===== config.mk =====
export PLATFORM = sky130hd
export DESIGN_NAME = chacha_block_sequencer_flat
export DESIGN_NICKNAME = d
export VERILOG_FILES = /design/src/rtl/chacha_block_sequencer_if.sv /design/src/rtl/chacha_block_sequencer.sv /design/src/flat_wrapper.sv
export SDC_FILE = /design/constraint.sdc
export NUM_CORES = 2
export LEC_CHECK = 0
export BUFFER_PORTS_ARGS = -buffer_cell sky130_fd_sc_hd__buf_2
export CORE_ASPECT_RATIO = 0.75
export CORE_MARGIN = 4
export CORE_UTILIZATION = 45
export DETAILED_ROUTE_END_ITERATION = 8
export MAX_ROUTING_LAYER = met4
export PLACE_DENSITY = 0.71
export SKIP_LAST_GASP = 1
export SLEW_MARGIN = 20
export SYNTH_ARGS = -nofsm -noshare
export SYNTH_HDL_FRONTEND = slang
export SYNTH_SLANG_ARGS = --single-unit

===== constraint.sdc =====
create_clock -name clk -period 19.04 [get_ports clk]
set_clock_uncertainty 0.15 [all_clocks]
set_input_delay 0.952 -clock clk [delete_from_list [all_inputs] [get_ports clk]]
set_output_delay 0.952 -clock clk [all_outputs]
set_load 0.03 [all_outputs]

===== src/rtl/chacha_block_sequencer_if.sv =====
// Handshake bundle between the ChaCha block sequencer, its word streams and the external QR core.
`timescale 1ns/1ps
interface chacha_block_sequencer_if;
    logic        in_valid;
    logic        in_ready;
    logic [31:0] in_data;
    logic        qr_start;
    logic [31:0] qr_a;
    logic [31:0] qr_b;
    logic [31:0] qr_c;
    logic [31:0] qr_d;
    logic        qr_done;
    logic [31:0] qr_ra;
    logic [31:0] qr_rb;
    logic [31:0] qr_rc;
    logic [31:0] qr_rd;
    logic        out_valid;
    logic        out_ready;
    logic [31:0] out_data;
    logic        out_last;
    logic        busy;

    // The sequencer side; the environment (word source/sink and QR core) takes the mirror image.
    modport slave (
        input  in_valid, in_data, qr_done, qr_ra, qr_rb, qr_rc, qr_rd, out_ready,
        output in_ready, qr_start, qr_a, qr_b, qr_c, qr_d, out_valid, out_data, out_last, busy
    );

    modport master (
        output in_valid, in_data, qr_done, qr_ra, qr_rb, qr_rc, qr_rd, out_ready,
        input  in_ready, qr_start, qr_a, qr_b, qr_c, qr_d, out_valid, out_data, out_last, busy
    );
endinterface


===== src/rtl/chacha_block_sequencer.sv =====
// Holds the 16-word ChaCha state, sequences an external quarter-round core through all double
// rounds, then streams out working state plus original state as keystream words.
`timescale 1ns/1ps
module chacha_block_sequencer #(
    parameter int DOUBLE_ROUNDS = 10
) (
    input logic                      clk,
    input logic                      rst_n,
    chacha_block_sequencer_if.slave  bus_if
);

    typedef enum logic [1:0] {LOAD, ISSUE, WAIT, OUT} state_t;

    localparam logic [3:0] LAST_RND = 4'(DOUBLE_ROUNDS - 1);

    state_t      state_q;
    logic [31:0] w_q [16];
    logic [31:0] s_q [16];
    logic [31:0] w_d [16];
    logic [31:0] s_d [16];
    logic [3:0]  ld_cnt_q;
    logic [3:0]  out_cnt_q;
    logic [3:0]  rnd_q;
    logic [2:0]  qr_idx_q;
    logic        in_ready_q;
    logic        qr_start_q;
    logic [31:0] qr_a_q;
    logic [31:0] qr_b_q;
    logic [31:0] qr_c_q;
    logic [31:0] qr_d_q;
    logic        out_valid_q;
    logic [31:0] out_data_q;
    logic        out_last_q;
    logic        busy_q;

    logic        load_fire;
    logic        qr_fire;
    logic        out_fire;
    logic [2:0]  issue_idx_d;
    logic [3:0]  out_idx_d;

    // Column QRs use row offset 0; diagonal QRs rotate each row by its position.
    function automatic logic [3:0] sched(input logic [2:0] idx, input logic [1:0] pos);
        logic [1:0] col;
        col = idx[1:0] + (idx[2] ? pos : 2'd0);
        return {pos, col};
    endfunction

    assign load_fire   = (state_q == LOAD)  && bus_if.in_valid;
    assign qr_fire     = (state_q == WAIT)  && bus_if.qr_done;
    assign out_fire    = (state_q == OUT)   && bus_if.out_ready;
    assign issue_idx_d = (state_q == LOAD) ? 3'd0 : qr_idx_q + 3'd1;
    assign out_idx_d   = out_cnt_q + 4'd1;

    // Next-state view of the storage; operands and output words are read from it so that
    // a QR issued right after a write-back already sees the fresh results.
    always_comb begin
        w_d = w_q;
        s_d = s_q;
        if (load_fire) begin
            w_d[ld_cnt_q] = bus_if.in_data;
            s_d[ld_cnt_q] = bus_if.in_data;
        end
        if (qr_fire) begin
            w_d[sched(qr_idx_q, 2'd0)] = bus_if.qr_ra;
            w_d[sched(qr_idx_q, 2'd1)] = bus_if.qr_rb;
            w_d[sched(qr_idx_q, 2'd2)] = bus_if.qr_rc;
            w_d[sched(qr_idx_q, 2'd3)] = bus_if.qr_rd;
        end
    end

    always_ff @(posedge clk) begin
        if (!rst_n) begin
            state_q     <= LOAD;
            for (int i = 0; i < 16; i++) begin
                w_q[i] <= '0;
                s_q[i] <= '0;
            end
            ld_cnt_q    <= '0;
            out_cnt_q   <= '0;
            rnd_q       <= '0;
            qr_idx_q    <= '0;
            in_ready_q  <= 1'b1;
            qr_start_q  <= 1'b0;
            qr_a_q      <= '0;
            qr_b_q      <= '0;
            qr_c_q      <= '0;
            qr_d_q      <= '0;
            out_valid_q <= 1'b0;
            out_data_q  <= '0;
            out_last_q  <= 1'b0;
            busy_q      <= 1'b0;
        end else begin
            w_q <= w_d;
            s_q <= s_d;
            case (state_q)
                LOAD: begin
                    if (load_fire) begin
                        if (ld_cnt_q == 4'd15) begin
                            ld_cnt_q   <= '0;
                            qr_idx_q   <= '0;
                            rnd_q      <= '0;
                            state_q    <= ISSUE;
                            in_ready_q <= 1'b0;
                            busy_q     <= 1'b1;
                            qr_start_q <= 1'b1;
                            qr_a_q     <= w_d[sched(issue_idx_d, 2'd0)];
                            qr_b_q     <= w_d[sched(issue_idx_d, 2'd1)];
                            qr_c_q     <= w_d[sched(issue_idx_d, 2'd2)];
                            qr_d_q     <= w_d[sched(issue_idx_d, 2'd3)];
                        end else begin
                            ld_cnt_q <= ld_cnt_q + 4'd1;
                        end
                    end
                end
                ISSUE: begin
                    qr_start_q <= 1'b0;
                    state_q    <= WAIT;
                end
                WAIT: begin
                    if (qr_fire) begin
                        qr_idx_q <= issue_idx_d;
                        if (qr_idx_q != 3'd7 || rnd_q != LAST_RND) begin
                            if (qr_idx_q == 3'd7) begin
                                rnd_q <= rnd_q + 4'd1;
                            end
                            state_q    <= ISSUE;
                            qr_start_q <= 1'b1;
                            qr_a_q     <= w_d[sched(issue_idx_d, 2'd0)];
                            qr_b_q     <= w_d[sched(issue_idx_d, 2'd1)];
                            qr_c_q     <= w_d[sched(issue_idx_d, 2'd2)];
                            qr_d_q     <= w_d[sched(issue_idx_d, 2'd3)];
                        end else begin
                            out_cnt_q   <= '0;
                            state_q     <= OUT;
                            out_valid_q <= 1'b1;
                            out_data_q  <= w_d[0] + s_d[0];
                            out_last_q  <= 1'b0;
                        end
                    end
                end
                OUT: begin
                    if (out_fire) begin
                        if (out_cnt_q == 4'd15) begin
                            out_cnt_q   <= '0;
                            state_q     <= LOAD;
                            out_valid_q <= 1'b0;
                            out_data_q  <= '0;
                            out_last_q  <= 1'b0;
                            in_ready_q  <= 1'b1;
                            busy_q      <= 1'b0;
                        end else begin
                            out_cnt_q  <= out_idx_d;
                            out_data_q <= w_d[out_idx_d] + s_d[out_idx_d];
                            out_last_q <= (out_idx_d == 4'd15);
                        end
                    end
                end
                default: begin
                    state_q <= LOAD;
                end
            endcase
        end
    end

    assign bus_if.in_ready  = in_ready_q;
    assign bus_if.qr_start  = qr_start_q;
    assign bus_if.qr_a      = qr_a_q;
    assign bus_if.qr_b      = qr_b_q;
    assign bus_if.qr_c      = qr_c_q;
    assign bus_if.qr_d      = qr_d_q;
    assign bus_if.out_valid = out_valid_q;
    assign bus_if.out_data  = out_data_q;
    assign bus_if.out_last  = out_last_q;
    assign bus_if.busy      = busy_q;

endmodule


===== src/flat_wrapper.sv =====
// flat-port wrapper written by rule: the top's interface ports become plain ports
module chacha_block_sequencer_flat 
#(
    parameter int DOUBLE_ROUNDS = 10
)
  (clk, rst_n, bus_if_in_valid, bus_if_in_data, bus_if_qr_done, bus_if_qr_ra, bus_if_qr_rb, bus_if_qr_rc, bus_if_qr_rd, bus_if_out_ready, bus_if_in_ready, bus_if_qr_start, bus_if_qr_a, bus_if_qr_b, bus_if_qr_c, bus_if_qr_d, bus_if_out_valid, bus_if_out_data, bus_if_out_last, bus_if_busy);
  chacha_block_sequencer_if bus_if_i ();
  input logic clk;
  input logic rst_n;
  input wire logic [$bits(bus_if_i.in_valid)-1:0] bus_if_in_valid;
  input wire logic [$bits(bus_if_i.in_data)-1:0] bus_if_in_data;
  input wire logic [$bits(bus_if_i.qr_done)-1:0] bus_if_qr_done;
  input wire logic [$bits(bus_if_i.qr_ra)-1:0] bus_if_qr_ra;
  input wire logic [$bits(bus_if_i.qr_rb)-1:0] bus_if_qr_rb;
  input wire logic [$bits(bus_if_i.qr_rc)-1:0] bus_if_qr_rc;
  input wire logic [$bits(bus_if_i.qr_rd)-1:0] bus_if_qr_rd;
  input wire logic [$bits(bus_if_i.out_ready)-1:0] bus_if_out_ready;
  output wire logic [$bits(bus_if_i.in_ready)-1:0] bus_if_in_ready;
  output wire logic [$bits(bus_if_i.qr_start)-1:0] bus_if_qr_start;
  output wire logic [$bits(bus_if_i.qr_a)-1:0] bus_if_qr_a;
  output wire logic [$bits(bus_if_i.qr_b)-1:0] bus_if_qr_b;
  output wire logic [$bits(bus_if_i.qr_c)-1:0] bus_if_qr_c;
  output wire logic [$bits(bus_if_i.qr_d)-1:0] bus_if_qr_d;
  output wire logic [$bits(bus_if_i.out_valid)-1:0] bus_if_out_valid;
  output wire logic [$bits(bus_if_i.out_data)-1:0] bus_if_out_data;
  output wire logic [$bits(bus_if_i.out_last)-1:0] bus_if_out_last;
  output wire logic [$bits(bus_if_i.busy)-1:0] bus_if_busy;
  assign bus_if_i.in_valid = bus_if_in_valid;
  assign bus_if_i.in_data = bus_if_in_data;
  assign bus_if_i.qr_done = bus_if_qr_done;
  assign bus_if_i.qr_ra = bus_if_qr_ra;
  assign bus_if_i.qr_rb = bus_if_qr_rb;
  assign bus_if_i.qr_rc = bus_if_qr_rc;
  assign bus_if_i.qr_rd = bus_if_qr_rd;
  assign bus_if_i.out_ready = bus_if_out_ready;
  assign bus_if_in_ready = bus_if_i.in_ready;
  assign bus_if_qr_start = bus_if_i.qr_start;
  assign bus_if_qr_a = bus_if_i.qr_a;
  assign bus_if_qr_b = bus_if_i.qr_b;
  assign bus_if_qr_c = bus_if_i.qr_c;
  assign bus_if_qr_d = bus_if_i.qr_d;
  assign bus_if_out_valid = bus_if_i.out_valid;
  assign bus_if_out_data = bus_if_i.out_data;
  assign bus_if_out_last = bus_if_i.out_last;
  assign bus_if_busy = bus_if_i.busy;
  chacha_block_sequencer #(.DOUBLE_ROUNDS(DOUBLE_ROUNDS)) u_core (.clk(clk), .rst_n(rst_n), .bus_if(bus_if_i));
endmodule

# After elaboration in Yosys (flattened, before gate mapping)
# Cells that the tools add are included.
[word_totals]
latch_bits = 0
romBits = 0
out_inout_bits = 165
ff_bits = 1206
memories = 0
input_bits = 165
mem_bits_rw = 0
word_cells = 237
[op_classes]
shifts = 0
n_lt_le_gt_ge = 15
n_mux = 113
bitwise_logic = 10
add_sub_neg = 12
div = 0
n_mul = 0
eq_ne = 17
reduce_logical = 23
[op_table]
columns = ["operator", "n"]
rows = [
  ["bitwise mux 512 bit", 6],
  ["2-to-1 mux 512 bit", 3],
  ["2-to-1 mux 32 bit", 37],
  ["binary-select mux 32 bit (select 4 bit)", 6],
  ["demux 32 bit (select 4 bit)", 5],
  ["case mux 32 bit (2 select lines)", 5],
  ["adder 32 bit", 2],
  [">= comparator 5 bit (second input constant)", 10],
  ["2-to-1 mux 4 bit", 10],
  ["NOT 4 -> 5 bit", 6],
  ["< comparator 5 x 1 -> 1 bit (second input constant)", 5],
  ["AND reduction 5 bit", 5],
  ["2-to-1 mux 2 bit", 10],
  ["2-to-1 mux 1 bit", 18],
  ["case mux 4 bit (2 select lines)", 2],
  ["adder 2 bit", 6],
  ["adder 4 x 1 -> 4 bit (second input constant)", 3],
  ["equality test 4 bit (second input constant)", 3],
  ["2-to-1 mux 3 bit", 4],
  ["!= test 2 bit (second input constant)", 5],
  ["NOT 2 -> 5 bit", 2],
  ["NOT 3 -> 5 bit", 2],
  ["logical AND 1 bit", 8],
  ["case mux 1 bit (2 select lines)", 4],
  ["17 further kinds", 23],
]

# Longest topological paths before layout
[depth]
ltp_word = 19
ltp_mapped = 25
ltp_nobuf = 22

# Worst setup path after synthesis
# Ideal clock, no wire load.
[synth_timing]
path_type = "register to register"
start = "register u_core.out_cnt_q[0]"
end = "register u_core.out_data_q[30] (netlist: u_core.bus_if.out_data[30])"
slack_ns = 12.814
synth_period_minus_slack_ns = 6.226
required_ns = 18.767
arrival_time_ns = 5.953
path_stages_with_launch = 23
n_path_buf = 6
setup_ns = 0.123
cell_sequence = "dfxtp_1 -> buf_2 -> inv_2 -> clkbuf_1 -> buf_1 -> ha_1 -> clkbuf_1 -> clkbuf_1 -> clkbuf_1 -> mux4_2 -> mux4_2 -> ha_1 -> fa_1 -> a211oi_1 -> o21ai_0 -> a31oi_1 -> o41a_1 -> nor2_1 -> o31ai_1 -> o21ai_0 -> xor2_1 -> a221oi_1 -> nor2_1"
[synth_via]
elab_chain_cells = 9
word_cells_on_any_way = 13
classes_between = "2 x add/sub; 1 x eq/ne; 9 x mux; 1 x bitwise"
[synth_lines]
columns = ["element", "line", "text"]
rows = [
  ["from (decl)", "chacha_block_sequencer.sv:22", "logic [3:0] out_cnt_q;"],
  ["from (signal assigned)", "chacha_block_sequencer.sv:153", "out_cnt_q <= out_idx_d;"],
  ["adder 4 x 1 -> 4 bit", "chacha_block_sequencer.sv:53", "assign out_idx_d = out_cnt_q + 4'd1;"],
  ["NOT 4 -> 5 bit (not written as such)", "chacha_block_sequencer.sv:154", "out_data_q <= w_d[out_idx_d] + s_d[out_idx_d];"],
  ["binary-select mux 32 bit (select 4 bit)", "chacha_block_sequencer.sv:154", ""],
  ["2-to-1 mux 32 bit (not written as such) (2 in series)", "chacha_block_sequencer.sv:154", ""],
  ["adder 32 bit", "chacha_block_sequencer.sv:154", ""],
  ["2-to-1 mux 32 bit *", "chacha_block_sequencer.sv:144", "if (out_cnt_q == 4'd15) begin"],
  ["2-to-1 mux 32 bit *", "chacha_block_sequencer.sv:143", "if (out_fire) begin"],
  ["case mux 32 bit (2 select lines) *", "chacha_block_sequencer.sv:96", "case (state_q)"],
  ["to (signal assigned)", "chacha_block_sequencer.sv:137", "out_data_q <= w_d[0] + s_d[0];"],
  ["to (signal assigned)", "chacha_block_sequencer.sv:154", ""],
  ["to (decl)", "chacha_block_sequencer.sv:32", "logic [31:0] out_data_q;"],
]
# Every way passes the cells marked *; elsewhere a longest branch is shown, timed or not. The select of a mux whose other input is x is not followed.
# A chain may end at the register's enable or synchronous reset.

# Worst setup path in the final report
[layout_timing]
start = "register u_core.qr_idx_q[0]"
end = "register u_core.out_data_q[27] (netlist: u_core.bus_if.out_data[27])"
[layout_via]
elab_chain_cells = 17
word_cells_on_any_way = 46
classes_between = "5 x add/sub; 8 x order compare; 2 x eq/ne; 21 x mux; 4 x bitwise; 6 x reduce/logical"
[layout_lines]
columns = ["element", "line", "text"]
rows = [
  ["from (decl)", "chacha_block_sequencer.sv:24", "logic [2:0] qr_idx_q;"],
  ["from (signal assigned)", "chacha_block_sequencer.sv:122", "qr_idx_q <= issue_idx_d;"],
  ["adder 2 bit / NOT 2 -> 5 bit (equally long branches)", "chacha_block_sequencer.sv:45, chacha_block_sequencer.sv:65", ""],
  ["NOT 3 -> 5 bit (not written as such) (tied with other cells)", "chacha_block_sequencer.sv:66", "w_d[sched(qr_idx_q, 2'd1)] = bus_if.qr_rb;"],
  [">= comparator 5 bit (not written as such) (tied with other cells)", "chacha_block_sequencer.sv:66", ""],
  ["logical AND 1 bit (not written as such) / 2-to-1 mux 32 bit (equally long branches)", "chacha_block_sequencer.sv:66, chacha_block_sequencer.sv:65", ""],
  ["2-to-1 mux 32 bit (not written as such) / demux 32 bit (select 4 bit) (equally long branches)", "chacha_block_sequencer.sv:66, chacha_block_sequencer.sv:65", ""],
  ["demux 32 bit (select 4 bit) / bitwise mux 512 bit (equally long branches)", "chacha_block_sequencer.sv:66, chacha_block_sequencer.sv:65", ""],
  ["bitwise mux 512 bit", "chacha_block_sequencer.sv:66", ""],
  ["bitwise mux 512 bit", "chacha_block_sequencer.sv:67", "w_d[sched(qr_idx_q, 2'd2)] = bus_if.qr_rc;"],
  ["bitwise mux 512 bit", "chacha_block_sequencer.sv:68", "w_d[sched(qr_idx_q, 2'd3)] = bus_if.qr_rd;"],
  ["2-to-1 mux 512 bit", "chacha_block_sequencer.sv:64", "if (qr_fire) begin"],
  ["binary-select mux 32 bit (select 4 bit)", "chacha_block_sequencer.sv:154", ""],
  ["2-to-1 mux 32 bit (not written as such) (2 in series)", "chacha_block_sequencer.sv:154", ""],
  ["adder 32 bit", "chacha_block_sequencer.sv:154", ""],
  ["2-to-1 mux 32 bit", "chacha_block_sequencer.sv:144", ""],
  ["2-to-1 mux 32 bit", "chacha_block_sequencer.sv:143", ""],
  ["case mux 32 bit (2 select lines)", "chacha_block_sequencer.sv:96", ""],
]
# Several ways; a longest one is shown, not always the timed one. The select of a mux whose other input is x is not followed.

==> results.md <==
* PwrDens at 80.1 nW/µm²
* Site row count at 119
* IO Count at 330
* CTS tree: built
* CTS max path bufs at 3
* Wire length per cell at 30.1 µm
* Worst path cell trace: buf_4, ha_1, nor4bb_2, nand2_2, buf_4, nor2_1, a31oi_1, mux4_2, mux4_2, ha_1, and3_1, nand2_1, or2_2, o31ai_1, a31oi_1, o31ai_1, xor2_1, a221oi_1, nor2_1
* Post-synth ARST share at 0%
* WP data arrival at 8.68 ns
* Count of unique library cells instantiated by Yosys at 86
* Design Area, Final at 70,700 µm²
* Pre-CTS setup slack at 10.96 ns
* Mapped Cells at 7,082
* Tightest Hold Check Type: reg -> reg
* Outcome: finished, final reports clean
* Starting Density at 45.4%
* Max rail drop VDD at 0.0000772 V
* Hold_buf cts at 0
* Final worst-path cycle share at 42.9%
* Register area share after synthesis at 37.8%
* Final TNS setup at 0 ns
* Worst-margin pin slew at 1.23 ns
* Crit path max fanout at 41
* Fin util at 50.2%
* Initial drt markers at 9,034
* Max Freq at 0.122 GHz
* Vias in the first global route at 52.1k
* Syn Std Cell Area at 63,900 µm²
* Total Routed Length at 271 mm
* Initial antenna violation count at 56
* Total GRT Usage at 36.3%
* Sink Count at 1,206
* Syn Area/Cell at 9.02 µm²
* Via/cell ratio at 6.38
* Via Count at 57.5k
* FF-to-FF setup slack at 10.88 ns
* H-tree Lvls at 3
* Core area at 141,000 µm²
* CP Class: reg -> reg
* Antenna-violating nets left at 0
* DRC at 0
* Final setup vio count at 0
* Final WS setup at 10.88 ns
* Global-route wire length before repair at 383 mm
* Clk slew on worst S/H paths at 0.06 ns
* Detailed placement HPWL at 186 mm
* Worst setup SP type: register
* Routability cong. at 1.02
* Synth Register Bits at 1,206
* Die ar. at 148,000 µm²
* Fin. max-slew vios at 0
* Die Y at 334 µm
* Endpoints failing hold at 0
* Largest net degree at the start of global routing at 251
* Number of buffers created by CTS at 118
* Router iterations before antenna repair at 6
* Post-Place Cells at 8,764
* Placed instance area at 66,500 µm²
* Critical Path Sink Type: register
* GRT Residual Overflow at 0
* Setup Buffers After CTS at 0
* Post-synthesis net count at 7,327
* Unrepaired setup endpoints after global routing: false
* Post-cts repair resize count at 0
* Finished Layout Cells at 9,011
* Nets at 7,255
* LEAKAGE at 28.6 nW
* Slowest CP cell: o31ai_1
* CTS Root Buffer Type: clkbuf_16
* Max_cap viols at 0
* Synth warn at 0
* Rel. slew slack at 17.3%
* Clk Latency, worst-skew pair at 0.79 ns
* Slowest stage delay, CP at 0.88 ns
* Share of cells above drive strength 1 at 15.2%
* Ys flop type: dfxtp_1
* IO Port Bufs at 329
* Layout area overhead at 10.7%
* Final worst path period need at 8.16 ns
* Required time worst endpoint at 19.55 ns
* Chip Width at 443 µm
* Post-synth EDFFs at 0
## flip-flops by register name (all words and copies together) (netlist names), 2 cells and up
register,flops
u_core.bus_if.out_data,32
u_core.bus_if.qr_a,32
u_core.bus_if.qr_b,32
u_core.bus_if.qr_c,32
u_core.bus_if.qr_d,32
u_core.ld_cnt_q,4
u_core.out_cnt_q,4
u_core.qr_idx_q,3
u_core.rnd_q,4
u_core.s_q,512
u_core.state_q,2
u_core.w_q,512
## critical path, delay by kind of cell (launching register included)
kind                     cells  cell delay [ns]
AND/OR/NAND/NOR              7             2.38
AO/OA/AOI/OAI                5             2.07
multiplexers                 2             1.14
buffers and inverters        2             0.94
adder cells (fa/ha/maj)      2             0.87
flip-flops                   1             0.31
XOR/XNOR                     1             0.13
## kinds of logic after synthesis
kind of cell               count (synthesis)  share of synthesized area (%)
muxes                                    884                           20.9
and+or+nand+nor                         2739                           20.0
buffers and inverters                    719                           4.54
AOI/OAI and AO/OA                       1381                           14.1
DFF                                     1206                           37.8
xor gates and xnor gates                  73                           1.05
adders and majority gates                 80                           1.59
## path summary, 6_finish.rpt
kind	cells past startpoint	start	end
min	2	u_core.bus_if.qr_d[4]	u_core.bus_if.qr_d[4]
max reg2reg	19	u_core.qr_idx_q[0]	u_core.bus_if.out_data[27]
max	19	u_core.qr_idx_q[0]	u_core.bus_if.out_data[27]
min reg2reg	2	u_core.bus_if.qr_d[4]	u_core.bus_if.qr_d[4]
## report_power, final
| part | total (mW) | internal, mW | switching (mW) | leakage (nW) |
|---|---|---|---|---|
| Sequential | 2.56 | 2.55 | 0.00765 | 9.72 |
| Combinational | 0.584 | 0.185 | 0.399 | 16.9 |
| Clock | 2.52 | 1.43 | 1.09 | 1.99 |
## cell usage in the layout (no fill, tap or decap), types with 118 or more instances in the layout
master | synthesis | routed
buf_2 | 60 | 328
dfxtp_1 | 1206 | 1205
a21boi_0 | 318 | 318
nor2_1 | 666 | 661
nor2b_1 | 262 | 262
a21oi_1 | 222 | 221
and2_1 | 562 | 561
nand2_1 | 1087 | 1072
a31oi_1 | 270 | 270
mux2i_1 | 524 | 524
o21ai_0 | 242 | 241
mux4_2 | 359 | 359
clkbuf_16 | 0 | 118
## per-layer routing
metal  up-vias  wire length, µm  track usage (%)
met4         0            16000             18.4
met2      4148           108000             48.0
li1      24660                -                -
met5         -                0                -
met1     28028           105000             47.7
met3       635            41900             14.3
## cell usage after synthesis (all sizes together) (6+ instances only)
master / count / area share (%)
mux4: 359 / 13
a21o: 36 / 0.42
nand2: 1087 / 6.4
a22oi: 21 / 0.25
or2: 9 / 0.088
and2: 562 / 5.5
mux2i: 524 / 8.2
o311ai: 7 / 0.096
o221ai: 10 / 0.14
a311oi: 47 / 0.64
buf: 118 / 1.0
dfxtp: 1206 / 38
a221oi: 17 / 0.23
a21oi: 223 / 1.8
nor3: 38 / 0.30
o32ai: 6 / 0.082
clkbuf: 525 / 3.1
nand3: 41 / 0.32
o21bai: 10 / 0.12
a31oi: 270 / 2.6
xor2: 24 / 0.33
nor3b: 6 / 0.071
o21ai: 245 / 1.9
nand2b: 10 / 0.098
nand4: 10 / 0.098
o211a: 8 / 0.13
o22ai: 26 / 0.25
o21a: 10 / 0.12
xnor2: 47 / 0.64
o211ai: 25 / 0.30
a21boi: 326 / 3.8
a211oi: 58 / 0.68
nor2b: 262 / 2.6
and3: 13 / 0.13
nor2: 677 / 4.1
ha: 78 / 1.5
inv: 76 / 0.45
## metrics by stage
step,power [mW],hold slack [ns]
5_1_grt,5.78,0.323
4_1_cts,5.63,0.308
3_5_place_dp,3.16,0.292
6_report,5.66,0.314
2_1_floorplan,2.94,0.286
3_3_place_gp,3.16,0.300
## final cells by class
cell class / instances / area (µm²)
inverter: 76 / 300
multi-input combinational: 5157 / 37100
clock inverter: 38 / 563
timing repair buffer: 451 / 2650
fill: 13104 / 70000
sequential: 1206 / 24100
antenna: 37 / 92.6
tap: 1875 / 2350
clock buffer: 171 / 3470
No activity file was read; power rests on OpenSTA's default activity.
